## src/rtl/cmp_arb_pkg.sv

```systemverilog
// Shared types for the EX comparator arbiter: branch funct3 encodings,
// arbiter FSM states and the invalid-op detector.
package cmp_arb_pkg;

    typedef enum logic [2:0] {
        BEQ  = 3'b000,
        BNE  = 3'b001,
        BLT  = 3'b100,
        BGE  = 3'b101,
        BLTU = 3'b110,
        BGEU = 3'b111
    } branch_funct3_t;

    typedef enum logic {
        IDLE = 1'b0,
        RESP = 1'b1
    } arb_state_t;

    // cmpop[2:1] == 2'b01 is not a branch encoding.
    localparam logic [1:0] CMP_INVALID_MASK = 2'b01;

    function automatic logic cmp_op_invalid(input logic [2:0] op);
        return (op[2:1] == CMP_INVALID_MASK);
    endfunction

endpackage

```

## src/rtl/cmp_arbiter_cmp.sv

```systemverilog
// Branch / set-less-than comparator. Combinational; the arbiter registers
// its outputs.
module cmp
    import cmp_arb_pkg::*;
(
    input  logic [2:0]  i_cmpop,
    input  logic [31:0] i_a,
    input  logic [31:0] i_b,
    output logic        o_result,
    output logic        o_err
);

    logic w_base;

    always_comb begin
        w_base   = 1'b0;
        o_err    = cmp_op_invalid(i_cmpop);
        case (i_cmpop)
            BEQ, BNE:   w_base = (i_a == i_b);
            BLT, BGE:   w_base = ($signed(i_a) < $signed(i_b));
            BLTU, BGEU: w_base = (i_a < i_b);
            default:    w_base = 1'b0;
        endcase
        // ne/ge/geu are the inverted forms of eq/lt/ltu.
        o_result = o_err ? 1'b0 : (w_base ^ i_cmpop[0]);
    end

endmodule

```

## src/rtl/cmp_arbiter_rr_pick.sv

```systemverilog
// One-hot request picker: round-robin starting at i_ptr, or fixed priority
// (lowest index wins) when i_fixed is set.
module rr_pick #(
    parameter int NUM_REQ = 2,
    parameter int PW      = 1
) (
    input  logic [NUM_REQ-1:0] i_req,
    input  logic [PW-1:0]      i_ptr,
    input  logic               i_fixed,
    output logic [NUM_REQ-1:0] o_grant
);

    logic [PW:0]   w_sum;
    logic [PW-1:0] w_idx;
    logic          w_found;

    always_comb begin
        o_grant = '0;
        w_sum   = '0;
        w_idx   = '0;
        w_found = 1'b0;
        for (int k = 0; k < NUM_REQ; k++) begin
            // Candidate k positions after the pointer, wrapping at NUM_REQ.
            w_sum = {1'b0, i_ptr} + (PW+1)'(k);
            if (w_sum >= (PW+1)'(NUM_REQ)) begin
                w_sum = w_sum - (PW+1)'(NUM_REQ);
            end
            w_idx = i_fixed ? PW'(k) : w_sum[PW-1:0];
            if (!w_found && i_req[w_idx]) begin
                o_grant[w_idx] = 1'b1;
                w_found        = 1'b1;
            end
        end
    end

endmodule

```

## src/rtl/cmp_arbiter.sv

```systemverilog
// Shares the single branch/slt comparator between NUM_REQ requesters and
// holds one registered result per cycle with per-requester backpressure.
module cmp_arbiter
    import cmp_arb_pkg::*;
#(
    parameter int NUM_REQ   = 2,
    parameter int PRIO_MODE = 0
) (
    input  logic                  clk,
    input  logic                  rst_n,
    input  logic [NUM_REQ-1:0]    req_valid,
    output logic [NUM_REQ-1:0]    req_ready,
    input  logic [3*NUM_REQ-1:0]  req_cmpop,
    input  logic [32*NUM_REQ-1:0] req_a,
    input  logic [32*NUM_REQ-1:0] req_b,
    output logic [NUM_REQ-1:0]    resp_valid,
    input  logic [NUM_REQ-1:0]    resp_ready,
    output logic                  resp_cmp,
    output logic                  resp_err,
    output arb_state_t            o_dbg_state
);

    // Handshake: a request transfers on a cycle where req_valid[i] and
    // req_ready[i] are both high; a result transfers when resp_valid[o] and
    // resp_ready[o] are both high. Requesters must not derive req_valid from
    // req_ready; resp_valid/resp_cmp/resp_err hold steady until transfer.

    localparam int PW = (NUM_REQ > 1) ? $clog2(NUM_REQ) : 1;

    arb_state_t         r_state;
    logic [PW-1:0]      r_owner;
    logic [PW-1:0]      r_ptr;
    logic [NUM_REQ-1:0] r_resp_valid;
    logic               r_resp_cmp;
    logic               r_resp_err;

    logic               w_slot_free;
    logic [NUM_REQ-1:0] w_req_masked;
    logic [NUM_REQ-1:0] w_grant;
    logic               w_any;
    logic [PW-1:0]      w_gidx;
    logic [PW-1:0]      w_ptr_nxt;
    logic [2:0]         w_sel_op;
    logic [31:0]        w_sel_a;
    logic [31:0]        w_sel_b;
    logic               w_cmp;
    logic               w_err;

    // The slot frees up in the same cycle the owner consumes its result.
    assign w_slot_free  = (r_state == IDLE) || resp_ready[r_owner];
    assign w_req_masked = req_valid & {NUM_REQ{w_slot_free & rst_n}};

    rr_pick #(
        .NUM_REQ (NUM_REQ),
        .PW      (PW)
    ) u_pick (
        .i_req   (w_req_masked),
        .i_ptr   (r_ptr),
        .i_fixed (PRIO_MODE == 1),
        .o_grant (w_grant)
    );

    assign w_any     = |w_grant;
    assign req_ready = w_grant;

    always_comb begin
        w_gidx   = '0;
        w_sel_op = req_cmpop[2:0];
        w_sel_a  = req_a[31:0];
        w_sel_b  = req_b[31:0];
        for (int i = 0; i < NUM_REQ; i++) begin
            if (w_grant[i]) begin
                w_gidx   = PW'(i);
                w_sel_op = req_cmpop[i*3 +: 3];
                w_sel_a  = req_a[i*32 +: 32];
                w_sel_b  = req_b[i*32 +: 32];
            end
        end
    end

    // Next search starts one past the requester just granted.
    assign w_ptr_nxt = (w_gidx == PW'(NUM_REQ-1)) ? '0 : (w_gidx + PW'(1));

    cmp u_cmp (
        .i_cmpop  (w_sel_op),
        .i_a      (w_sel_a),
        .i_b      (w_sel_b),
        .o_result (w_cmp),
        .o_err    (w_err)
    );

    always_ff @(posedge clk) begin
        if (!rst_n) begin
            r_state      <= IDLE;
            r_owner      <= '0;
            r_ptr        <= '0;
            r_resp_valid <= '0;
            r_resp_cmp   <= 1'b0;
            r_resp_err   <= 1'b0;
        end else begin
            if (w_any) begin
                r_ptr <= w_ptr_nxt;
            end
            case (r_state)
                IDLE: begin
                    if (w_any) begin
                        r_state      <= RESP;
                        r_owner      <= w_gidx;
                        r_resp_valid <= w_grant;
                        r_resp_cmp   <= w_cmp;
                        r_resp_err   <= w_err;
                    end
                end
                RESP: begin
                    if (w_slot_free) begin
                        if (w_any) begin
                            r_owner      <= w_gidx;
                            r_resp_valid <= w_grant;
                            r_resp_cmp   <= w_cmp;
                            r_resp_err   <= w_err;
                        end else begin
                            r_state      <= IDLE;
                            r_resp_valid <= '0;
                        end
                    end
                end
                default: begin
                    r_state      <= IDLE;
                    r_resp_valid <= '0;
                end
            endcase
        end
    end

    assign resp_valid  = r_resp_valid;
    assign resp_cmp    = r_resp_cmp;
    assign resp_err    = r_resp_err;
    assign o_dbg_state = r_state;

endmodule

```

## config.mk

```make
export PLATFORM = sky130hd
export DESIGN_NAME = cmp_arbiter
export DESIGN_NICKNAME = d
export VERILOG_FILES = /design/src/rtl/cmp_arb_pkg.sv /design/src/rtl/cmp_arbiter_cmp.sv /design/src/rtl/cmp_arbiter_rr_pick.sv /design/src/rtl/cmp_arbiter.sv
export SDC_FILE = /design/constraint.sdc
export NUM_CORES = 1
export LEC_CHECK = 0
export CAP_MARGIN = 20
export CORE_MARGIN = 8
export CORE_UTILIZATION = 36
export DETAILED_ROUTE_END_ITERATION = 8
export GPL_ROUTABILITY_DRIVEN = 1
export GPL_TIMING_DRIVEN = 0
export PLACE_DENSITY = 0.84
export SYNTH_ARGS = -nofsm -noshare
export SYNTH_HDL_FRONTEND = slang
export SYNTH_SLANG_ARGS = --single-unit
```

## constraint.sdc

```tcl
create_clock -name clk -period 7.9 [get_ports clk]
set_input_delay 0.79 -clock clk [delete_from_list [all_inputs] [get_ports clk]]
set_output_delay 0.79 -clock clk [all_outputs]
set_load 0.02 [all_outputs]
```

# ---- Word level (Yosys, flattened, before mapping)
# Index checks and enable logic that the tools add are counted.
dict set report word_totals {
  register_bits 7
  out_inout_bits 7
  word_cells 82
}
dict set report op_classes {
  n_addsub 4
  n_eq_ne 9
  order_cmp 9
  n_reduce_logical 11
  muxes 38
  bitwise 5
}
# cell count
set op_table {}
lappend op_table {{32-bit less-than comparator} 2}
lappend op_table {{32-bit two-way mux} 2}
lappend op_table {{32-bit equality test} 1}
lappend op_table {{1-bit two-way mux} 22}
lappend op_table {{3-bit equality test (second input constant)} 4}
lappend op_table {{2-bit two-way mux} 5}
lappend op_table {{1-bit one-hot mux with 2 select lines} 4}
lappend op_table {{2-bit OR reduction} 4}
lappend op_table {{1-bit by 2-bit less-than comparator with 1-bit output (second input constant)} 3}
lappend op_table {{2-bit one-hot mux with 2 select lines} 1}
lappend op_table {{3-bit by 1-bit equality test with 1-bit output (second input constant)} 1}
lappend op_table {{1-bit logical AND} 3}
lappend op_table {{3-bit zero test} 1}
lappend op_table {{3-bit two-way mux} 1}
lappend op_table {{1-bit one-hot mux with 3 select lines} 1}
lappend op_table {{1-bit by 1-bit adder with 2-bit output (second input constant)} 1}
lappend op_table {{2-bit AND} 1}
lappend op_table {{1-bit demux with 1-bit select} 2}
lappend op_table {{2-bit by 1-bit equality test with 1-bit output (second input constant)} 1}
lappend op_table {{1-bit greater-or-equal comparator (second input constant)} 2}
lappend op_table {{1-bit by 2-bit greater-or-equal comparator with 1-bit output (second input constant)} 1}
lappend op_table {{2-bit greater-or-equal comparator (second input constant)} 1}
lappend op_table {{2-bit by 1-bit inequality test with 1-bit output (second input constant)} 1}
lappend op_table {{2-bit inequality test (second input constant)} 1}
lappend op_table {{other kinds (9)} 10}

# ---- Logic depth before layout (Yosys ltp)
# Gate-level depths: netlist of the first run.
dict set report depth {
  word_depth 20
  depth_mapped 16
  mapped_depth_nobuf 13
}

# ---- By module
# A second synthesis of the first run with hierarchy kept.
dict set report hier_totals {
  cells_unflattened 248
  area_unflattened_um2 2124.5
}
# mod cells_each n_inst seq_area_each_um2 area_per_inst_um2
set by_module_without_submodules {}
lappend by_module_without_submodules {cmp_arbiter 117 1 140.1 1207.4}
lappend by_module_without_submodules {cmp 127 1 0.0 887.1}
lappend by_module_without_submodules {rr_pick 4 1 0.0 30.0}

# ---- Worst setup path before layout of the first run
# No wires, ideal clock.
dict set report synth_timing {
  path_kind {input-to-reg}
  from {input req_valid[0]}
  to {register r_resp_cmp (netlist: resp_cmp)}
  path_stages 14
  t_arrival_ns 3.674
  path_slack_ns 4.164
  path_cell_list {nor2b_1 a2111o_1 buf_6 inv_2 buf_2 buf_2 mux2i_1 ha_1 nand4_1 nor4_1 o311a_1 nor3_1 or3b_1 nand3_1}
}
dict set report synth_between {
  elab_chain_cells 16
  elab_cells_between_ends 34
}
# element line
set synth_lines {}
lappend synth_lines {{start: declaration} cmp_arbiter.sv:11} ;# input logic [NUM_REQ-1:0] req_valid,
lappend synth_lines {{2-bit AND *} cmp_arbiter.sv:51} ;# assign w_req_masked = req_valid & {NUM_REQ{w_slot_free & rst_n}};
lappend synth_lines {{1-bit two-way mux (not written as such) (2 in a row)} cmp_arbiter_rr_pick.sv:29} ;# if (!w_found && i_req[w_idx]) begin
lappend synth_lines {{1-bit two-way mux} cmp_arbiter_rr_pick.sv:29}
lappend synth_lines {{1-bit zero test} cmp_arbiter_rr_pick.sv:29}
lappend synth_lines {{1-bit logical AND} cmp_arbiter_rr_pick.sv:29}
lappend synth_lines {{2-bit two-way mux *} cmp_arbiter_rr_pick.sv:29}
lappend synth_lines {{branches (longest 6 deep; another with 32-bit less-than comparator)} --}
lappend synth_lines {{1-bit two-way mux *} {cmp_arbiter.sv:106, cmp_arbiter.sv:116}}
lappend synth_lines {{1-bit two-way mux} cmp_arbiter.sv:115} ;# if (w_slot_free) begin
lappend synth_lines {{1-bit one-hot mux with 2 select lines *} cmp_arbiter.sv:104} ;# case (r_state)
lappend synth_lines {{end signal: assignment} cmp_arbiter.sv:110} ;# r_resp_cmp <= w_cmp;
lappend synth_lines {{end signal: assignment} cmp_arbiter.sv:119} ;# r_resp_cmp <= w_cmp;
lappend synth_lines {{end: declaration} cmp_arbiter.sv:34} ;# logic r_resp_cmp;
# Every way passes the cells marked *. The select of a mux whose other input is x is not followed.
# A chain may end at the register's enable or synchronous reset.

# ---- Final worst setup path of the first run
# Ends and elaborated chain as after synthesis.

==> impl_metrics.yaml, run 1 <==
status:
  status: "finished clean"
layout:
  instances_no_fill: 494
  nets: 597
  fin_area_sq_um: 3420
  drive_above_1_share: 0.0283
  area_growth_pct: 87.1
  antenna_cells: 0
die:
  core-area_sq_um: 5010
  io_pins: 147
  die-area_sq_um: 7620
  fp.dieH_um: 87.3
  rows: 26
  die_w_um: 87.3
  initial_core_util: 0.365
sta:
  worstMarginPinSlew_ns: 0.533
  fin_crit_sh: 0.586
  final.setup.tns_ns: 0
  rsz0062_at_grt: "false"
  maxSlewViolCount: 0
  skew_ns: 0.000257
  fmax_mhz: 216
  whs_ns: 0.459
  period_minus_slack_ns: 4.63
  hold_viol: 0
  relSlewSlack: 0.641
  finalSetupViolCount: 0
setup_path:
  slowest_delay_ns: 0.56
  end_kind: "flop"
  cpLargestDelayFamily: "buffers and inverters"
  path_cells: "clkdlybuf4s50_1, nor2b_1, a2111o_1, buf_6, inv_2, buf_2, buf_2, mux2i_1, ha_1, nand4_1, nor4_1, o2111ai_1, a211oi_1, a31o_1, or3b_1, nand3_1"
  critPathMostFrequentCell: "buf_2"
  cp-start-kind: "primary input"
  slowest_stage: "nor4_1"
  crit_type: "primary input to flop"
  path_buf_inv: 5
  arrival_ns: 4.73
  worstPathRequired_ns: 8.00
  crit_path_max_fanout: 10
power:
  clkPwrFrac: 0.187
  power_frac_comb: 0.663
  max-vdd-ir-drop_uv: 88.3
  power.internal_mw: 0.179
  power_frac_seq: 0.150
  power_mw: 0.266
  pwr_density_cell_nw_per_um2: 77.6
  power_switching_mw: 0.0866
  swShare: 0.326
  cellLeakagePower_nw: 1.49
grt:
  grtUsageTotal: 0.190
  grt_max_degree: 11
  grt_overflow: 0
  grt_pass1_wl_um: 11800
  antenna_found_initial: 0
  grt_pass1_vias: 2523
synthesis:
  yosysWarnings: 0
  synth_cell_types: 39
  syn_area_per_cell_sq_um: 6.68
  synth-compound-area-share: 0.139
  yosysTopAreaCellShare: 0.219
  yosysMostFrequentCell: "nand2_1"
  synth_edf_count: 0
  syn_area_sq_um: 1830
  synth_xor_xnor_area_share: 0
  synth.area.top_cells: "nand2_1, ha_1, mux2i_1"
  yosys-mux-area-fraction: 0.189
  synth_common_cells: "nand2_1, mux2i_1, ha_1"
  ys.flop_type: "dfxtp_1"
  synth_top_family_by_area: "simple AND/OR/NAND/NOR gates"
  synth_nets: 446
  ys_seq_elements: 7
  yosysTopAreaCell: "nand2_1"
  synthArstFlopShare: 0
  synth-simple-area-share: 0.334
  yosys.area_share.adder: 0.219
  syn_inst: 274
  ys_seq_area_frac: 0.0766
route:
  dr.pass1.iters: 4
  viasPerCell: 4.92
  wirelength_um: 7430
  drc: 0
  ant_nets: 0
  num_vias: 2432
  drt-initial-drc-count: 67
  wl_per_cell_um: 15.0
clock_network:
  clock_latency_ns: 0.22
  cts.sinks: 7
  hold_buffers: 0
  cts_setup_buffers: 0
  cts_tree: "done"
  root_buffer: "clkbuf_8"
  cts_inserted_buffers: 3
  cts_max_path_buffers: 2
  htreeDepth: 1
  path_clk_slew_ns: 0.04
  ctsResizeCount: 0
place:
  io_buffers: 146
  place_hpwl_um: 6510
  postPlaceCellArea_sq_um: 3380
  gp_congestion: 0.803
  place_inst: 490
min_path:
  hold_path_class: "flop to flop"
flow_run:
  maxCapViolations: 0
## state kept, by name, indices dropped and copies added, names as in the netlist
signal       flops
resp_valid       2
o_dbg_state      1
r_owner          1
r_ptr            1
resp_cmp         1
resp_err         1
## path summary, 6_finish.rpt
check             cells after the start                    endpoint  slack (ns)                  startpoint
hold / removal                        2  resp_valid[0]$_SDFFE_PN0P_        0.46  resp_valid[0]$_SDFFE_PN0P_
setup / recovery                     16       resp_cmp$_SDFFE_PN0P_        3.27                req_valid[0]
hold reg to reg                       2  resp_valid[0]$_SDFFE_PN0P_        0.46  resp_valid[0]$_SDFFE_PN0P_
setup reg to reg                     15       resp_cmp$_SDFFE_PN0P_        4.02        r_owner$_SDFFE_PN0P_
## worst reg2reg max path, stage by stage (launching register included)
cell and delay [ns]:
dfxtp_1 0.31, mux2i_1 0.15, a2111o_1 0.44, buf_6 0.16, inv_2 0.10, buf_2 0.27
buf_2 0.34, mux2i_1 0.13, ha_1 0.35, nand4_1 0.21, nor4_1 0.56, o2111ai_1 0.20
a211oi_1 0.22, a31o_1 0.15, or3b_1 0.11, nand3_1 0.07
## metal layers
layer  track usage  vias to the layer above  routed length, um
li1              -                     1268                  -
met1         0.207                     1065               2920
met2         0.352                       91               3750
met3        0.0528                        8                647
met4        0.0375                        0                116
met5             0                        -                  0
## power by group through the flow
stage / Sequential (mW) / Clock, mW / Combinational [mW]
after floorplan: 0.0423 / 0 / 0.0803
after global placement: 0.0403 / 0 / 0.172
after detailed placement: 0.0404 / 0 / 0.176
after CTS: 0.0399 / 0.0504 / 0.178
after global routing: 0.0403 / 0.0520 / 0.197
final: 0.0399 / 0.0497 / 0.176
## logic make-up (layout without fill, tap and decap cells)
kind of cell,after synthesis,after routing
AOI/OAI and AO/OA,38,38
adders and majority gates,32,32
DFF,7,7
and+or+nand+nor,146,146
buffers and inverters,17,167
muxes,34,34
## cell usage in the layout (no fill, tap or decap), types with 6 or more instances in the layout
| cell | instances |
|---|---|
| dfxtp_1 | 7 |
| nor2_1 | 11 |
| mux2i_1 | 33 |
| clkdlybuf4s50_1 | 146 |
| nand4_1 | 9 |
| a21oi_1 | 18 |
| clkbuf_1 | 7 |
| nand3_1 | 6 |
| ha_1 | 32 |
| nand2_1 | 107 |
## area by class of cell
cell class	instances	area, sq um
Tap cell	70	87.6
Buffer	12	61.3
Clock buffer	4	45.0
Multi-Input combinational cell	250	1610
Timing Repair Buffer	146	1460
Inverter	5	18.8
Fill cell	447	1590
Sequential cell	7	140
## per-stage QoR
step	worst slack, ns	utilization
2_1_floorplan	4.16	-
6_report	3.27	0.684
3_3_place_gp	3.05	0.675
3_5_place_dp	3.04	0.675
5_1_grt	2.93	0.684
4_1_cts	3.26	0.684
(Power assumes the default switching activity.)
==> run 2: changes to the inputs <==
--- a/config.mk
+++ b/config.mk
@@ -7,11 +7,11 @@
 export LEC_CHECK = 0
 export CAP_MARGIN = 20
 export CORE_MARGIN = 8
-export CORE_UTILIZATION = 36
+export CORE_UTILIZATION = 31
 export DETAILED_ROUTE_END_ITERATION = 8
 export GPL_ROUTABILITY_DRIVEN = 1
 export GPL_TIMING_DRIVEN = 0
-export PLACE_DENSITY = 0.84
+export PLACE_DENSITY = 0.77
 export SYNTH_ARGS = -nofsm -noshare
 export SYNTH_HDL_FRONTEND = slang
 export SYNTH_SLANG_ARGS = --single-unit
==> constraint.sdc (replaced) <==
create_clock -name clk -period 4 [get_ports clk]
set_input_delay 0.4 -clock clk [delete_from_list [all_inputs] [get_ports clk]]
set_output_delay 0.4 -clock clk [all_outputs]
set_load 0.02 [all_outputs]
==> impl_metrics.yaml, run 2 (synthesized netlist as in run 1, its figures left out) <==
die:
  fp.dieH_um: 92.8
  initial_core_util: 0.315
  die_w_um: 92.8
  rows: 28
  io_pins: 147
  die-area_sq_um: 8620
  core-area_sq_um: 5820
grt:
  grtUsageTotal: 0.166
  met2_usage: 0.302
  antenna_found_initial: 0
  grt.met3_usage: 0.0380
  busiest_layer: "met2"
  grt_pass1_vias: 2448
  grt_overflow: 0
  grt_max_degree: 11
  gr-usage-met1: 0.192
  grt_pass1_wl_um: 11700
layout:
  area_growth_pct: 89.7
  final_common_cell: "clkdlybuf4s50_1"
  drive_above_1_share: 0.0425
  fin_area_sq_um: 3470
  fin_util: 0.597
  nets: 597
  largest_reg_flops: 2
  layout_common_cells: "clkdlybuf4s50_1, nand2_1, mux2i_1"
  fill_cells: 560
  antenna_cells: 0
route:
  wirelength_um: 7640
  dr.pass1.iters: 4
  drt-initial-drc-count: 83
  drc: 0
  ant_nets: 0
  wl_per_cell_um: 15.3
  num_vias: 2411
  viasPerCell: 4.83
setup_path:
  path_buf_inv: 6
  path_cells: "clkdlybuf4s50_1, inv_2, a2111o_1, buf_6, inv_2, buf_6, buf_6, mux2i_1, ha_1, nand4_1, nor3_1, a221oi_2, nand2_1, a31o_1, or3b_1, nand3_1"
  worstSetupEndpoint: "resp_cmp$_SDFFE_PN0P_"
  cpLargestDelayFamily: "buffers and inverters"
  cp.depth: 16
  crit_path_max_fanout: 10
  reg2reg_slack_ns: 0.51
  reg2regPathDepth: 15
  arrival_ns: 3.95
  cp-start-kind: "primary input"
  crit_type: "primary input to flop"
  critPathMostFrequentCell: "buf_6"
  slowest_delay_ns: 0.58
  timing.rr.end: "resp_cmp$_SDFFE_PN0P_"
  r2r-start: "r_owner$_SDFFE_PN0P_"
  slowest_stage: "clkdlybuf4s50_1"
  end_kind: "flop"
  crit_start: "rst_n"
  worstPathRequired_ns: 4.17
place:
  place_hpwl_um: 6620
  postPlaceCellArea_sq_um: 3390
  io_buffers: 146
  gp_congestion: 0.821
clock_network:
  hold_buffers: 0
  cts_inserted_buffers: 3
  cts_max_path_buffers: 2
  cts.sinks: 7
  cts_tree: "done"
  clock_latency_ns: 0.23
  path_clk_slew_ns: 0.04
  root_buffer: "clkbuf_8"
  htreeDepth: 1
sta:
  skew_ns: 0.00253
  finalSetupViolCount: 0
  worstMarginPinSlew_ns: 0.494
  fin_crit_sh: 0.945
  maxSlewViolCount: 0
  hold_viol: 0
  whs_ns: 0.453
  fmax_mhz: 265
  rsz0062_at_grt: "false"
  period_minus_slack_ns: 3.78
  relSlewSlack: 0.670
power:
  cellLeakagePower_nw: 1.52
  pwr_density_cell_nw_per_um2: 153
  max-vdd-ir-drop_uv: 176
min_path:
  hold_path_class: "flop to flop"
flow_run:
  maxCapViolations: 0
status:
  status: "finished clean"
-- run 2: cell count changes in the layout (fill, tap and decap cells not counted) --
cell	delta
clkbuf_4	+1
a221oi_1	-1
inv_2	+1
buf_2	-2
nor4_1	-1
dlymetal6s2s_1	+1
clkdlybuf4s50_1	-1
clkbuf_2	+2
buf_6	+2
nor4_4	+1
a221oi_2	+1
clkbuf_1	-3
inv_1	-1
-- run 2: repair_timing --
| item | in CTS | in global routing |
|---|---|---|
| pin swaps | 0 | 3 |
| gates resized for setup | 6 | 9 |
| cloned | 0 | 0 |
| setup endpoints to repair | 1 | 1 |
| hold endpoints to repair | 0 | 0 |
| buffers inserted | 0 | 0 |
-- run 2: how the worst min path moves through the flow --
stage               depth (start not counted)                  startpoint                    endpoint  slack, ns
CTS                                         2  resp_valid[0]$_SDFFE_PN0P_  resp_valid[0]$_SDFFE_PN0P_       0.46
global route                                2  resp_valid[0]$_SDFFE_PN0P_  resp_valid[0]$_SDFFE_PN0P_       0.49
global placement                            2  resp_valid[0]$_SDFFE_PN0P_  resp_valid[0]$_SDFFE_PN0P_       0.45
finish                                      2  resp_valid[0]$_SDFFE_PN0P_  resp_valid[0]$_SDFFE_PN0P_       0.45
detailed placement                          2  resp_valid[0]$_SDFFE_PN0P_  resp_valid[0]$_SDFFE_PN0P_       0.45
floorplan                                   2          r_ptr$_SDFFE_PN0P_          r_ptr$_SDFFE_PN0P_       0.46
-- run 2: cell type report --
cell class	instances	area [sq um]	area share
inverter	5	18.8	0.00540
timing repair buffer	146	1460	0.421
multi-input combinational	250	1630	0.470
clock buffer	4	45.0	0.0130
tap	75	93.8	0.0270
sequential	7	140	0.0403
buffer	12	80.1	0.0231
-- run 2: power by group --
part	switching [mW]	internal, mW	leakage (nW)
logic	0.142	0.212	1.44
clock network	0.0303	0.0689	0.0228
registers	0.00362	0.0752	0.0576
total	0.176	0.356	1.52
-- run 2: worst reg2reg max path: cells and delay by family, from the launching register on --
kind,cells,cell delay [ns]
flip-flops,1,0.32
AND/OR/NAND/NOR,5,0.91
adder cells (fa/ha/maj),1,0.31
multiplexers,2,0.37
buffers and inverters,4,0.63
AO/OA/AOI/OAI,3,0.91
-- run 2: per-layer routing --
metal | part of all wire | routed length (um)
met5 | 0 | 0
met4 | 0.0069 | 53
met3 | 0.069 | 530
met2 | 0.50 | 3850
met1 | 0.42 | 3200
-- run 2: metrics by stage --
stage               instances  power [mW]  setup WS, ns  TNS (ns)
global route              499       0.579        0.0122         0
finish                    499       0.532         0.221         0
CTS                       499       0.534        0.0191         0
detailed placement        495       0.428        -0.538    -0.538
global placement          495       0.421        -0.518    -0.518
floorplan                 274       0.242         0.654         0
==> run 3: changes to the inputs <==
--- a/config.mk
+++ b/config.mk
@@ -12,6 +12,7 @@
 export GPL_ROUTABILITY_DRIVEN = 1
 export GPL_TIMING_DRIVEN = 0
 export PLACE_DENSITY = 0.77
+export SETUP_SLACK_MARGIN = 0.2
 export SYNTH_ARGS = -nofsm -noshare
 export SYNTH_HDL_FRONTEND = slang
 export SYNTH_SLANG_ARGS = --single-unit
==> impl_metrics.yaml, run 3 (synthesized netlist as in run 1, its figures left out) <==
clock_network:
  root_buffer: "clkbuf_8"
  cts_tree: "done"
  clock_latency_ns: 0.23
  cts_max_path_buffers: 2
  path_clk_slew_ns: 0.04
  cts.sinks: 7
  cts_inserted_buffers: 3
  htreeDepth: 1
place:
  io_buffers: 146
  postPlaceCellArea_sq_um: 3390
  pre_cts_ws_ns: -0.538
  gp_congestion: 0.821
  place_inst: 495
  place_hpwl_um: 6620
setup_path:
  crit_type: "primary input to flop"
  path_cells: "clkdlybuf4s50_1, mux2i_1, a2111o_1, buf_6, inv_4, buf_12, buf_12, mux2i_1, ha_1, nand4_1, buf_4, nor3_2, a221oi_2, nand2_1, a31o_1, or3b_1, nand3_1"
  cpLargestDelayFamily: "buffers and inverters"
  crit_path_max_fanout: 10
  slowest_delay_ns: 0.46
  worstPathRequired_ns: 4.17
  slowest_stage: "clkdlybuf4s50_1"
  arrival_ns: 3.81
  cp-start-kind: "primary input"
  end_kind: "flop"
  path_buf_inv: 6
layout:
  fill_cells: 549
  area_growth_pct: 94.8
  instances_no_fill: 502
  layout_common_cells: "clkdlybuf4s50_1, nand2_1, mux2i_1, ha_1, a21oi_1"
  largest_reg_flops: 2
  final_common_cell: "clkdlybuf4s50_1"
  fin_area_sq_um: 3570
  multi_input_area_sq_um: 1670
  seq_area_sq_um: 140
  nets: 600
  antenna_cells: 0
  drive_above_1_share: 0.0609
die:
  initial_core_util: 0.315
  die_w_um: 92.8
  die-area_sq_um: 8620
  fp.dieH_um: 92.8
  rows: 28
  core-area_sq_um: 5820
  io_pins: 147
sta:
  skew_ns: 0.00283
  timing.final.ws_setup_ns: 0.354
  fin_crit_sh: 0.911
  hold_viol: 0
  worstMarginPinSlew_ns: 0.481
  period_minus_slack_ns: 3.65
  finalSetupViolCount: 0
  relSlewSlack: 0.679
  fmax_mhz: 274
  maxSlewViolCount: 0
  rsz0062_at_grt: "false"
power:
  clkPwrFrac: 0.182
  max-vdd-ir-drop_uv: 176
  power_frac_seq: 0.144
  power_frac_comb: 0.674
  power.internal_mw: 0.366
  pwr_density_cell_nw_per_um2: 153
  swShare: 0.331
  cellLeakagePower_nw: 1.56
  power_switching_mw: 0.181
grt:
  gr-usage-met1: 0.194
  met2_usage: 0.303
  grt_max_degree: 11
  busiest_layer: "met2"
  grt_pass1_wl_um: 11800
  grt_pass1_vias: 2452
  grt.met3_usage: 0.0372
  grtUsageTotal: 0.166
  grt_overflow: 0
  antenna_found_initial: 0
route:
  wirelength_um: 7750
  num_vias: 2436
  ant_nets: 0
  drc: 0
  drt-initial-drc-count: 72
  wl_per_cell_um: 15.4
  viasPerCell: 4.85
  dr.pass1.iters: 4
min_path:
  hold_path_class: "flop to flop"
flow_run:
  maxCapViolations: 0
status:
  status: "finished clean"
[run 3: worst register-to-register path: cells and delay by family, from the launching register on]
family	cells	cell delay, ns
muxes	2	0.37
buffers and inverters	5	0.71
adders and majority gates	1	0.27
DFF	1	0.32
and+or+nand+nor	5	0.76
AOI/OAI and AO/OA	3	0.90
[run 3: metrics by stage]
step,util,hold slack [ns],setup TNS [ns],power (mW)
after detailed placement,0.582,0.451,-0.538,0.428
after CTS,0.598,0.458,0,0.538
final,0.613,0.453,0,0.546
after global placement,0.582,0.447,-0.518,0.421
after floorplan,-,0.458,0,0.242
after global routing,0.613,0.488,0,0.594
[run 3: repair_timing]
| item | 4_1_cts | 5_1_grt |
|---|---|---|
| pin swaps | 4 | 6 |
| buffers inserted | 1 | 2 |
| endpoints found under the setup margin | 1 | 1 |
| resized for setup | 10 | 23 |
| hold buffers | 0 | 0 |
[run 3: power by group through the flow]
stage | clock network (mW) | registers (mW) | logic, mW
floorplan | 0 | 0.0836 | 0.159
global placement | 0 | 0.0795 | 0.342
detailed placement | 0 | 0.0797 | 0.349
CTS | 0.102 | 0.0788 | 0.358
global route | 0.106 | 0.0796 | 0.408
finish | 0.0992 | 0.0788 | 0.368
[run 3: final timing paths]
path                                   start                         end  slack, ns  cells after the start
hold reg to reg   resp_valid[0]$_SDFFE_PN0P_  resp_valid[0]$_SDFFE_PN0P_       0.45                      2
setup reg to reg        r_owner$_SDFFE_PN0P_       resp_cmp$_SDFFE_PN0P_       0.61                     16
setup / recovery               resp_ready[1]       resp_cmp$_SDFFE_PN0P_       0.35                     17
hold / removal    resp_valid[0]$_SDFFE_PN0P_  resp_valid[0]$_SDFFE_PN0P_       0.45                      2
[run 3: metal layers]
metal  wire length, um  vias up
met2              3940       78
met1              3250     1076
li1                  -     1277
met4                53        0
met5                 0        -
met3               503        5
[run 3: final cells by class]
type	instances	area share
well taps	75	0.0263
repair buffers	149	0.418
plain buffers	12	0.0291
inverters	5	0.00596
multi-input cells	250	0.468
flip-flops and latches	7	0.0393
clock buffers	4	0.0126
==> RTL change, RTL diff (flow settings as in run 1) <==
`NUM_REQ` is set to 2 in 2 places; all go to 4.
--- a/src/rtl/cmp_arbiter_rr_pick.sv
+++ b/src/rtl/cmp_arbiter_rr_pick.sv
@@ -2,5 +2,5 @@
 // (lowest index wins) when i_fixed is set.
 module rr_pick #(
-    parameter int NUM_REQ = 2,
+    parameter int NUM_REQ = 4,
     parameter int PW      = 1
 ) (
--- a/src/rtl/cmp_arbiter.sv
+++ b/src/rtl/cmp_arbiter.sv
@@ -4,5 +4,5 @@
     import cmp_arb_pkg::*;
 #(
-    parameter int NUM_REQ   = 2,
+    parameter int NUM_REQ   = 4,
     parameter int PRIO_MODE = 0
 ) (
Interface: changed (7 resized); port bits go from 147 to 289. No check against the original RTL was run, so the function may have changed too.
==> RTL change against run 1 <==
Register-to-register slack lost 2.8 ns; final area grew 93%; synthesized area is 92% higher; worst setup slack got worse by 2.1 ns; sequential cell count is 4 higher; wire length grew to 2.7 times the old value; largest cell class unchanged.
Power is left out: it rests on default switching activity, and per cell area and clock period it moved more than threefold.
==> RTL change: results (changes against run 1) <==
Min path
  – Hold depth: 2 (unchanged)
  – Hold WC Path Type: reg -> reg
  – Min-delay src: resp_valid[1]

GRT
  – Total GRT Usage: 0.284 (+0.0944)
  – First-pass GRT wire length: 29500 µm (+150%)
  – Vias in the first global route: 5642 (+120%)
  – Largest net degree at the start of global routing: 11 (unchanged)

Logic synthesis
  – Ys Warns: 0 (unchanged)
  – Post-synth cell types: 45 (+15%)
  – Net Count, Synth: 908 (+100%)
  – Primary FF master, synth: dfxtp_1
  – Largest cells by area after synthesis: nand2_1, a21oi_1, ha_1
  – Sequential area share after synthesis: 0.0628 (-0.0138)
  – Async SR Flop Fraction: 0 (unchanged)
  – Top post-synthesis cells by count: nand2_1, a21oi_1, nor2_1

Worst setup path
  – Max stage delay on crit path: 0.53 ns (-0.03 ns)
  – Crit Path Max Fanout: 10 (unchanged)
  – Slowest stage cell, crit path: dfxtp_1
  – FF-to-FF Start: r_ptr[0]
  – Slack of the worst reg-to-reg path: 1.20 ns (-2.82 ns)
  – Worst EP arrival: 6.84 ns (+2.11 ns)
  – R2R depth: 25 (+10)
  – Delay-heaviest family, CP: compound AO/OA/AOI/OAI gates
  – Crit path launch type: flip-flop

CTS
  – Clock transition at the registers of the reported paths: ~0.050 ns
  – Clk root buf: clkbuf_8
  – Maximum buffer depth of the clock tree: 2 (unchanged)
  – CTS HTree Levels: 1 (unchanged)

STA
  – Clock Skew: 0.00168 ns (+0.00142 ns)
  – Worst slew pin tran: 0.767 ns (+0.234 ns)

Placed design
  – IO buf count: 288 (+97%)
  – GPL Wtd Cong: 0.956 (+19%)
  – Hpwl dp: 17200 µm (+160%)

Route
  – DRT iter0 DRCs: 376 (+460%)
  – Pre-antenna DRT Iters: 7 (+3)
  – Wire per inst: 19.7 µm (+31%)
  – Vias per cell: 5.53 (+12%)

Status
  – Run status: completed

Finish
  – Share of layout cells above drive strength 1: 0.0181 (-0.0102)
  – Max reg flops: 4 (+2)
  – # fillers: 874 (+96%)
  – Nets: 1201 (+100%)
==> RTL change: cell type report <==
type | instances | share of cell area
Buffer | 46 | 0.0277
Clock buffer | 4 | 0.00682
Inverter | 8 | 0.00455
Multi-Input combinational cell | 525 | 0.466
Sequential cell | 11 | 0.0334
Tap cell | 133 | 0.0252
Timing Repair Buffer | 288 | 0.437
==> RTL change: logic make-up (layout without fill, tap and decap cells) <==
group	count (synthesis)	count (layout)	synth area share
AND/OR/NAND/NOR	257	257	0.306
AO/OA/AOI/OAI	219	219	0.387
buffers and inverters	54	346	0.0606
adder cells (fa/ha/maj)	40	40	0.143
flip-flops	11	11	0.0628
multiplexers	8	8	0.0385
XOR/XNOR	1	1	0.00250
==> RTL change: final timing paths <==
check                       end
hold / removal    resp_valid[1]
setup / recovery       resp_cmp
hold reg to reg   resp_valid[1]
setup reg to reg       resp_cmp
==> RTL change: stage by stage <==
step	cell area [µm²]	hold WS, ns	setup slack [ns]	std cells	util
final	6600	0.462	1.20	1015	0.685
after global placement	6560	0.448	1.30	1011	0.680
after floorplan	3510	0.440	2.56	590	-
after CTS	6600	0.463	1.36	1015	0.685
after global routing	6600	0.476	0.798	1015	0.685
after detailed placement	6560	0.453	1.21	1011	0.680
==> RTL change: routing by layer <==
layer / track usage / part of all wire / up-vias
met1: 0.332 / 0.40 / 2591
met2: 0.507 / 0.49 / 282
met3: 0.0554 / 0.082 / 36
met5: 0 / 0 / -
li1: - / - / 2707
met4: 0.0937 / 0.030 / 0
